===== src/rtl/operand_read_stage.sv =====
// Register-read stage: per-lane FSM that reads the PRF one cycle after issue, merges same-cycle CDB
// writes captured at accept, and holds merged operands while the functional unit stalls.
module operand_read_stage #(
  parameter  int LANES     = 5,
  parameter  int P_REG_NUM = 64,
  parameter  int PAYLOAD_W = 64,
  parameter  int DATA_W    = 32,
  localparam int PREG_W    = $clog2(P_REG_NUM),
  localparam int CDB_NUM   = LANES
) (
  input  logic                 clk,
  input  logic                 rst,
  input  logic                 flush,
  input  logic                 iss_valid   [LANES],
  output logic                 iss_ready   [LANES],
  input  logic [PREG_W-1:0]    iss_ps1     [LANES],
  input  logic [PREG_W-1:0]    iss_ps2     [LANES],
  input  logic [PAYLOAD_W-1:0] iss_payload [LANES],
  output logic [PREG_W-1:0]    prf_rs1_s   [LANES],
  output logic [PREG_W-1:0]    prf_rs2_s   [LANES],
  input  logic [DATA_W-1:0]    prf_rs1_v   [LANES],
  input  logic [DATA_W-1:0]    prf_rs2_v   [LANES],
  input  logic                 cdb_we      [CDB_NUM],
  input  logic [PREG_W-1:0]    cdb_pd      [CDB_NUM],
  input  logic [DATA_W-1:0]    cdb_val     [CDB_NUM],
  output logic                 ex_valid    [LANES],
  input  logic                 ex_ready    [LANES],
  output logic [DATA_W-1:0]    ex_rs1_v    [LANES],
  output logic [DATA_W-1:0]    ex_rs2_v    [LANES],
  output logic [PAYLOAD_W-1:0] ex_payload  [LANES]
);

  typedef enum logic [1:0] {S_EMPTY, S_READ, S_HOLD} state_t;

  // Returns {hit, value}. p0 is forced to a zero-valued hit so the PRF read is ignored for it.
  function automatic logic [DATA_W:0] cdb_match(input logic [PREG_W-1:0] ps);
    logic [DATA_W:0] res;
    res = '0;
    if (ps == '0) begin
      res = {1'b1, {DATA_W{1'b0}}};
    end else begin
      for (int k = CDB_NUM - 1; k >= 0; k--) begin
        if (cdb_we[k] && (cdb_pd[k] == ps)) res = {1'b1, cdb_val[k]};
      end
    end
    return res;
  endfunction

  for (genvar l = 0; l < LANES; l++) begin : g_lane
    state_t                r_state, w_state_nxt;
    logic                  w_accept, w_iss_ready, w_ex_valid;
    logic [DATA_W:0]       w_match1_p0, w_match2_p0;
    logic                  r_hit1_p1, r_hit2_p1;
    logic [DATA_W-1:0]     r_byp1_p1, r_byp2_p1;
    logic [PAYLOAD_W-1:0]  r_payload_p1;
    logic [DATA_W-1:0]     w_op1_p1, w_op2_p1;
    logic [DATA_W-1:0]     r_op1_p2, r_op2_p2;
    logic [DATA_W-1:0]     w_ex1, w_ex2;

    // p0: issue acceptance, PRF index drive and CDB snoop
    always_comb begin
      w_iss_ready = !rst && !flush && ((r_state == S_EMPTY) || ex_ready[l]);
      w_accept    = iss_valid[l] && w_iss_ready;
      w_match1_p0 = cdb_match(iss_ps1[l]);
      w_match2_p0 = cdb_match(iss_ps2[l]);
    end

    assign iss_ready[l] = w_iss_ready;
    assign prf_rs1_s[l] = w_accept ? iss_ps1[l] : '0;
    assign prf_rs2_s[l] = w_accept ? iss_ps2[l] : '0;

    always_comb begin
      w_state_nxt = r_state;
      w_ex_valid  = !rst && (r_state != S_EMPTY);
      w_op1_p1    = r_hit1_p1 ? r_byp1_p1 : prf_rs1_v[l];
      w_op2_p1    = r_hit2_p1 ? r_byp2_p1 : prf_rs2_v[l];
      w_ex1       = '0;
      w_ex2       = '0;
      case (r_state)
        S_EMPTY: if (w_accept) w_state_nxt = S_READ;
        S_READ: begin
          w_ex1 = w_op1_p1;
          w_ex2 = w_op2_p1;
          if (ex_ready[l]) w_state_nxt = w_accept ? S_READ : S_EMPTY;
          else             w_state_nxt = S_HOLD;
        end
        S_HOLD: begin
          w_ex1 = r_op1_p2;
          w_ex2 = r_op2_p2;
          if (ex_ready[l]) w_state_nxt = w_accept ? S_READ : S_EMPTY;
        end
        default: w_state_nxt = S_EMPTY;
      endcase
      if (flush) w_state_nxt = S_EMPTY;
    end

    assign ex_valid[l]   = w_ex_valid;
    assign ex_rs1_v[l]   = w_ex1;
    assign ex_rs2_v[l]   = w_ex2;
    assign ex_payload[l] = r_payload_p1;

    always_ff @(posedge clk) begin
      if (rst) r_state <= S_EMPTY;
      else     r_state <= w_state_nxt;
    end

    // p1: captured issue data; p2: merged operands frozen for a stalled FU
    always_ff @(posedge clk) begin
      if (rst) begin
        r_hit1_p1    <= 1'b0;
        r_hit2_p1    <= 1'b0;
        r_byp1_p1    <= '0;
        r_byp2_p1    <= '0;
        r_payload_p1 <= '0;
        r_op1_p2     <= '0;
        r_op2_p2     <= '0;
      end else begin
        if (w_accept) begin
          r_hit1_p1    <= w_match1_p0[DATA_W];
          r_hit2_p1    <= w_match2_p0[DATA_W];
          r_byp1_p1    <= w_match1_p0[DATA_W-1:0];
          r_byp2_p1    <= w_match2_p0[DATA_W-1:0];
          r_payload_p1 <= iss_payload[l];
        end
        if ((r_state == S_READ) && !ex_ready[l]) begin
          r_op1_p2 <= w_op1_p1;
          r_op2_p2 <= w_op2_p1;
        end
      end
    end
  end

endmodule


===== config.mk =====
export PLATFORM = sky130hd
export DESIGN_NAME = operand_read_stage
export DESIGN_NICKNAME = d
export VERILOG_FILES = /design/src/rtl/operand_read_stage.sv
export SDC_FILE = /design/constraint.sdc
export NUM_CORES = 2
export LEC_CHECK = 0
export BUFFER_PORTS_ARGS = -buffer_cell sky130_fd_sc_hd__buf_2
export CAP_MARGIN = 0
export CORE_AREA = 2 2 639 641
export DETAILED_ROUTE_END_ITERATION = 10
export DIE_AREA = 0 0 641 643
export GPL_ROUTABILITY_DRIVEN = 0
export PLACE_DENSITY = 0.43
export SLEW_MARGIN = 10
export SYNTH_ARGS = -nofsm -noshare
export SYNTH_HDL_FRONTEND = slang
export SYNTH_SLANG_ARGS = --single-unit

===== constraint.sdc =====
create_clock -name clk -period 2.75 [get_ports clk]
set_clock_uncertainty 0.2 [all_clocks]
set_input_delay 0.275 -clock clk [delete_from_list [all_inputs] [get_ports clk]]
set_output_delay 0.275 -clock clk [all_outputs]
set_load 0.05 [all_outputs]

; ---- Yosys cells after proc, flatten, opt, wreduce, memory -nomap -nowiden
; Index checks and enable logic that the tools add are counted.
[op_classes]
eq_ne = 70
n_mux = 115
reduce_logical = 109
[ops]
columns = op, count
row1 = 2-to-1 mux 33 bit, 60
row2 = case mux 32 bit (2 select lines), 10
row3 = 2-to-1 mux 32 bit, 10
row4 = equality test 6 bit, 50
row5 = logical AND 1 bit, 71
row6 = logical NOT 6 bit, 10
row7 = 2-to-1 mux 6 bit, 10
row8 = 2-to-1 mux 2 bit, 15
row9 = case mux 2 bit (3 select lines), 5
row10 = "!= test 2 bit, second input constant", 10
row11 = "equality test 2 x 1 -> 1 bit, second input constant", 5
row12 = "equality test 2 bit, second input constant", 5
row13 = logical NOT 2 bit, 5
row14 = AND reduction 2 bit, 5
row15 = nonzero test 2 bit, 5
row16 = logical NOT 1 bit, 7
row17 = logical OR 1 bit, 5
row18 = 2-to-1 mux 1 bit, 5
row19 = OR reduction 2 bit, 1
[word_totals]
reg_bits = 980
out_inout_bits = 710
wordCells = 334

; ---- Longest topological paths before layout
[logic_depth]
word_depth = 8
ltp_mapped = 10
mapped_depth_nobuf = 8

; ---- Worst setup path after synthesis
; OpenSTA, ideal clock, no wires.
[synth_path]
path_type = input -> output
startpoint = in rst
endpoint = out prf_rs1_s[11] (netlist bit)
arrival_time_ns = 2.109
path_slack_ns = 0.166
path_stages = 7
path_buffers = 4
path_cell_list = or2_1 clkbuf_1 buf_6 nor3b_4 clkbuf_1 clkbuf_1 and2_1
[synth_rtl]
columns = item, line_no
row1 = "start, declared", 12  ; input logic rst,
row2 = "end, declared", 19  ; output logic [PREG_W-1:0] prf_rs1_s [LANES],

==> impl_metrics.env <==
export IMPL_vias=80900
export IMPL_drc_errors=0
export IMPL_finalCriticalPeriod_ns=3.03
export IMPL_grt_max_degree=97
export IMPL_cp_end_kind="primary output"
export IMPL_wl_per_cell_microns=35.5
export IMPL_final_nets=11600
export IMPL_grt_pass1_vias=75800
export IMPL_vias_per_cell=4.94
export IMPL_htreeDepth=4
export IMPL_syn_inst=7406
export IMPL_die_x_microns=641
export IMPL_worstPathCellList="inv_2, ha_4, nor2_4, nor3b_4, buf_6, buf_16, and2_4, buf_12"
export IMPL_leakage_nw=40.1
export IMPL_cp_arrival_ns=2.55
export IMPL_yosys_warnings=0
export IMPL_rsz0062_at_grt="yes"
export IMPL_ys_types=78
export IMPL_synthesis_nets=8334
export IMPL_numPortBuffers=1617
export IMPL_postSynthAreaPerCell_sq_um=8.02
export IMPL_fin_ws_ns=-0.279
export IMPL_antenna_found_initial=303
export IMPL_critical_path_max_stage_delay_ns=0.34
export IMPL_tightest_slew_ns=1.39
export IMPL_die_h_microns=643
export IMPL_hold_viol=1
export IMPL_period_share_pct=110
export IMPL_fmax_mhz=330
export IMPL_finalPower_mw=45.0
export IMPL_grt_first_pass_wirelength_microns=730000
export IMPL_drt_iter0_markers=8988
export IMPL_drv_slew=0
export IMPL_cts_sinks=980
export IMPL_crit_path_top_delay_cell="nor2_4"
export IMPL_hpwlAfterDp_microns=427000
export IMPL_dieArea_sq_um=412000
export IMPL_syn_area_sq_um=59400
export IMPL_root_buffer="clkbuf_16"
export IMPL_power_density_nw_per_um2=410
export IMPL_overflow=0
export IMPL_io_pins=1618
export IMPL_totalWireLength_microns=580000
export IMPL_ir_drop_v=0.000375
export IMPL_worstPathRequired_ns=2.28
export IMPL_synth_seq_cells=980
export IMPL_cts_made_buffers=144
export IMPL_failed_checks="negative hold slack, negative setup slack"
export IMPL_synth_top_flop_cell="dfxtp_1"
export IMPL_maxCapViolations=0
export IMPL_clk_latency_ns=0.90
export IMPL_start_util_pct=14.7
export IMPL_area_delta_synth_final_pct=84.9
export IMPL_worst_path_max_fanout=5
export IMPL_startpoint_type="flop"
export IMPL_crit_type="reg2out"
export IMPL_status="complete, but fails checks"
export IMPL_hold_path_class="in2reg"
export IMPL_ant_nets=0
export IMPL_first_pass_iters=10
export IMPL_holdWs_ns=-0.0136
export IMPL_synth_edf_count=0
export IMPL_grt_total_usage_pct=26.2
export IMPL_rows=234
export IMPL_cts_tree="yes"
export IMPL_async_flop_share_pct=0
export IMPL_setup_viol=377
export IMPL_post_place_ws_ns=-0.468
export IMPL_clkTransAtPathRegs_ns=0.08
export IMPL_core_sq_um=405000
export IMPL_clockBufferDepth=4
export IMPL_final_layout_size_suffix_gt1_share_pct=37.2
export IMPL_synth_yosys_seq_area_share_pct=33.0
export IMPL_slew_headroom_pct=7.19
==> worst paths after layout <==
path / slack (ns) / end / cells after the start / startpoint
worst max-delay path: -0.28 / prf_rs2_s[6] / 8 / g_lane[3].r_state[1]
worst max register to register: 0.03 / g_lane[3].r_op2_p2[17] / 9 / g_lane[3].r_state[1]
worst min-delay path: -0.01 / g_lane[1].r_byp2_p1[31] / 6 / iss_ps2[23]
worst min register to register: 0.25 / g_lane[1].r_payload_p1[11] / 2 / g_lane[1].r_payload_p1[11]
==> routing by layer <==
| layer | vias to the layer above | track usage (%) | wire length, microns |
|---|---|---|---|
| li1 | 33500 | - | - |
| met1 | 39500 | 27.8 | 200000 |
| met2 | 5736 | 42.8 | 262000 |
| met3 | 1982 | 9.11 | 61000 |
| met4 | 154 | 19.7 | 56100 |
| met5 | - | 0 | 990 |
==> registers in the layout, indices dropped and copies added, names as in the netlist <==
signal               count
g_lane.r_payload_p1    320
g_lane.r_op2_p2        160
g_lane.r_hit2_p1         5
g_lane.r_byp1_p1       160
g_lane.r_byp2_p1       160
g_lane.r_hit1_p1         5
g_lane.r_state          10
g_lane.r_op1_p2        160
==> layout make-up <==
| cell class | count | area, sq um |
|---|---|---|
| timing repair buffer | 4038 | 37900 |
| clock inverter | 49 | 702 |
| clock buffer | 200 | 4110 |
| inverter | 52 | 215 |
| tap | 5428 | 6790 |
| fill | 43400 | 295000 |
| antenna | 147 | 368 |
| multi-input combinational | 5476 | 40100 |
| sequential | 980 | 19700 |
==> what timing repair did <==
item	4_1_cts	5_1_grt
endpoints found under the setup margin	380	602
pin swaps	110	207
gates resized for setup	1058	1183
gates cloned	67	37
hold buffers	1306	1
hold endpoints to repair	971	58
setup buffers	151	207
==> synthesized netlist by cell type, drive strengths merged, types with 40 or more instances <==
cell	number	area, sq um
inv	51	191
o21ai	297	1490
mux2	345	3880
a211o	61	534
mux2i	338	3380
xor2	166	1450
o221ai	110	963
o21a	52	390
clkbuf	638	2400
nand4	44	275
nand3	80	400
nand2	966	3630
a21oi	442	2220
and2	134	841
a21o	40	300
nor2b	333	2080
xnor2	134	1170
a31oi	67	419
o22ai	110	688
dfxtp	980	19600
or3	65	407
nor2	478	1800
a22oi	420	3150
nand2b	64	400
nor3	104	546
buf	260	1260
a221oi	268	2350
==> worst max-delay path, delay by kind of cell (launching register included) <==
family | cells | cell delay (ns)
simple gates | 3 | 0.61
fa+ha+maj | 1 | 0.16
buf+inv | 4 | 0.54
flops | 1 | 0.33
==> logic make-up (layout without fill, tap and decap cells) <==
kind of cell,after synthesis,count (layout),synth area share [%]
and+or+nand+nor,2358,2358,18.6
AOI/OAI and AO/OA,2115,2115,24.8
DFF,980,980,33.0
buffers and inverters,950,4339,6.48
muxes,683,683,12.2
xor gates and xnor gates,300,300,4.42
adders and majority gates,20,20,0.421
other,0,147,0
==> metrics by stage <==
stage | cell area [sq um] | hold slack, ns | utilization, % | instances | TNS, ns
5_1_grt | 110000 | 0.0145 | 27.1 | 16300 | -61.47
3_5_place_dp | 78800 | 0.243 | 19.4 | 14300 | -13.44
6_report | 110000 | -0.0136 | 27.1 | 16400 | -37.52
3_3_place_gp | 78800 | 0.240 | 19.4 | 14300 | -14.01
4_1_cts | 104000 | 0.000977 | 25.6 | 16000 | -73.47
2_1_floorplan | 59400 | 0.211 | - | 7406 | 0
==> placed cells by master (no fill, tap or decap), types with 88 or more instances in the layout <==
cell type,count
nor2b_1,115
a22oi_2,316
nor3_1,95
nand2_1,964
xnor2_1,134
dfxtp_1,948
clkbuf_16,179
buf_6,394
buf_8,88
mux2i_1,338
buf_2,1236
nor2_1,462
buf_4,644
a21oi_1,438
nor2b_4,92
a221oi_1,268
mux2_4,254
diode_2,147
xor2_1,166
nor2b_2,126
o22ai_1,110
mux2_2,91
o221ai_1,110
o21ai_0,292
a22oi_1,104
buf_12,281
dlygate4sd3_1,1305
==> report_power, final <==
part / total, mW / switching (mW) / internal [mW]
sequential: 14.7 / 0.241 / 14.4
clock: 20.2 / 8.44 / 11.8
combinational: 10.1 / 6.03 / 4.11
Note: power is estimated with default switching activity, not from simulation.
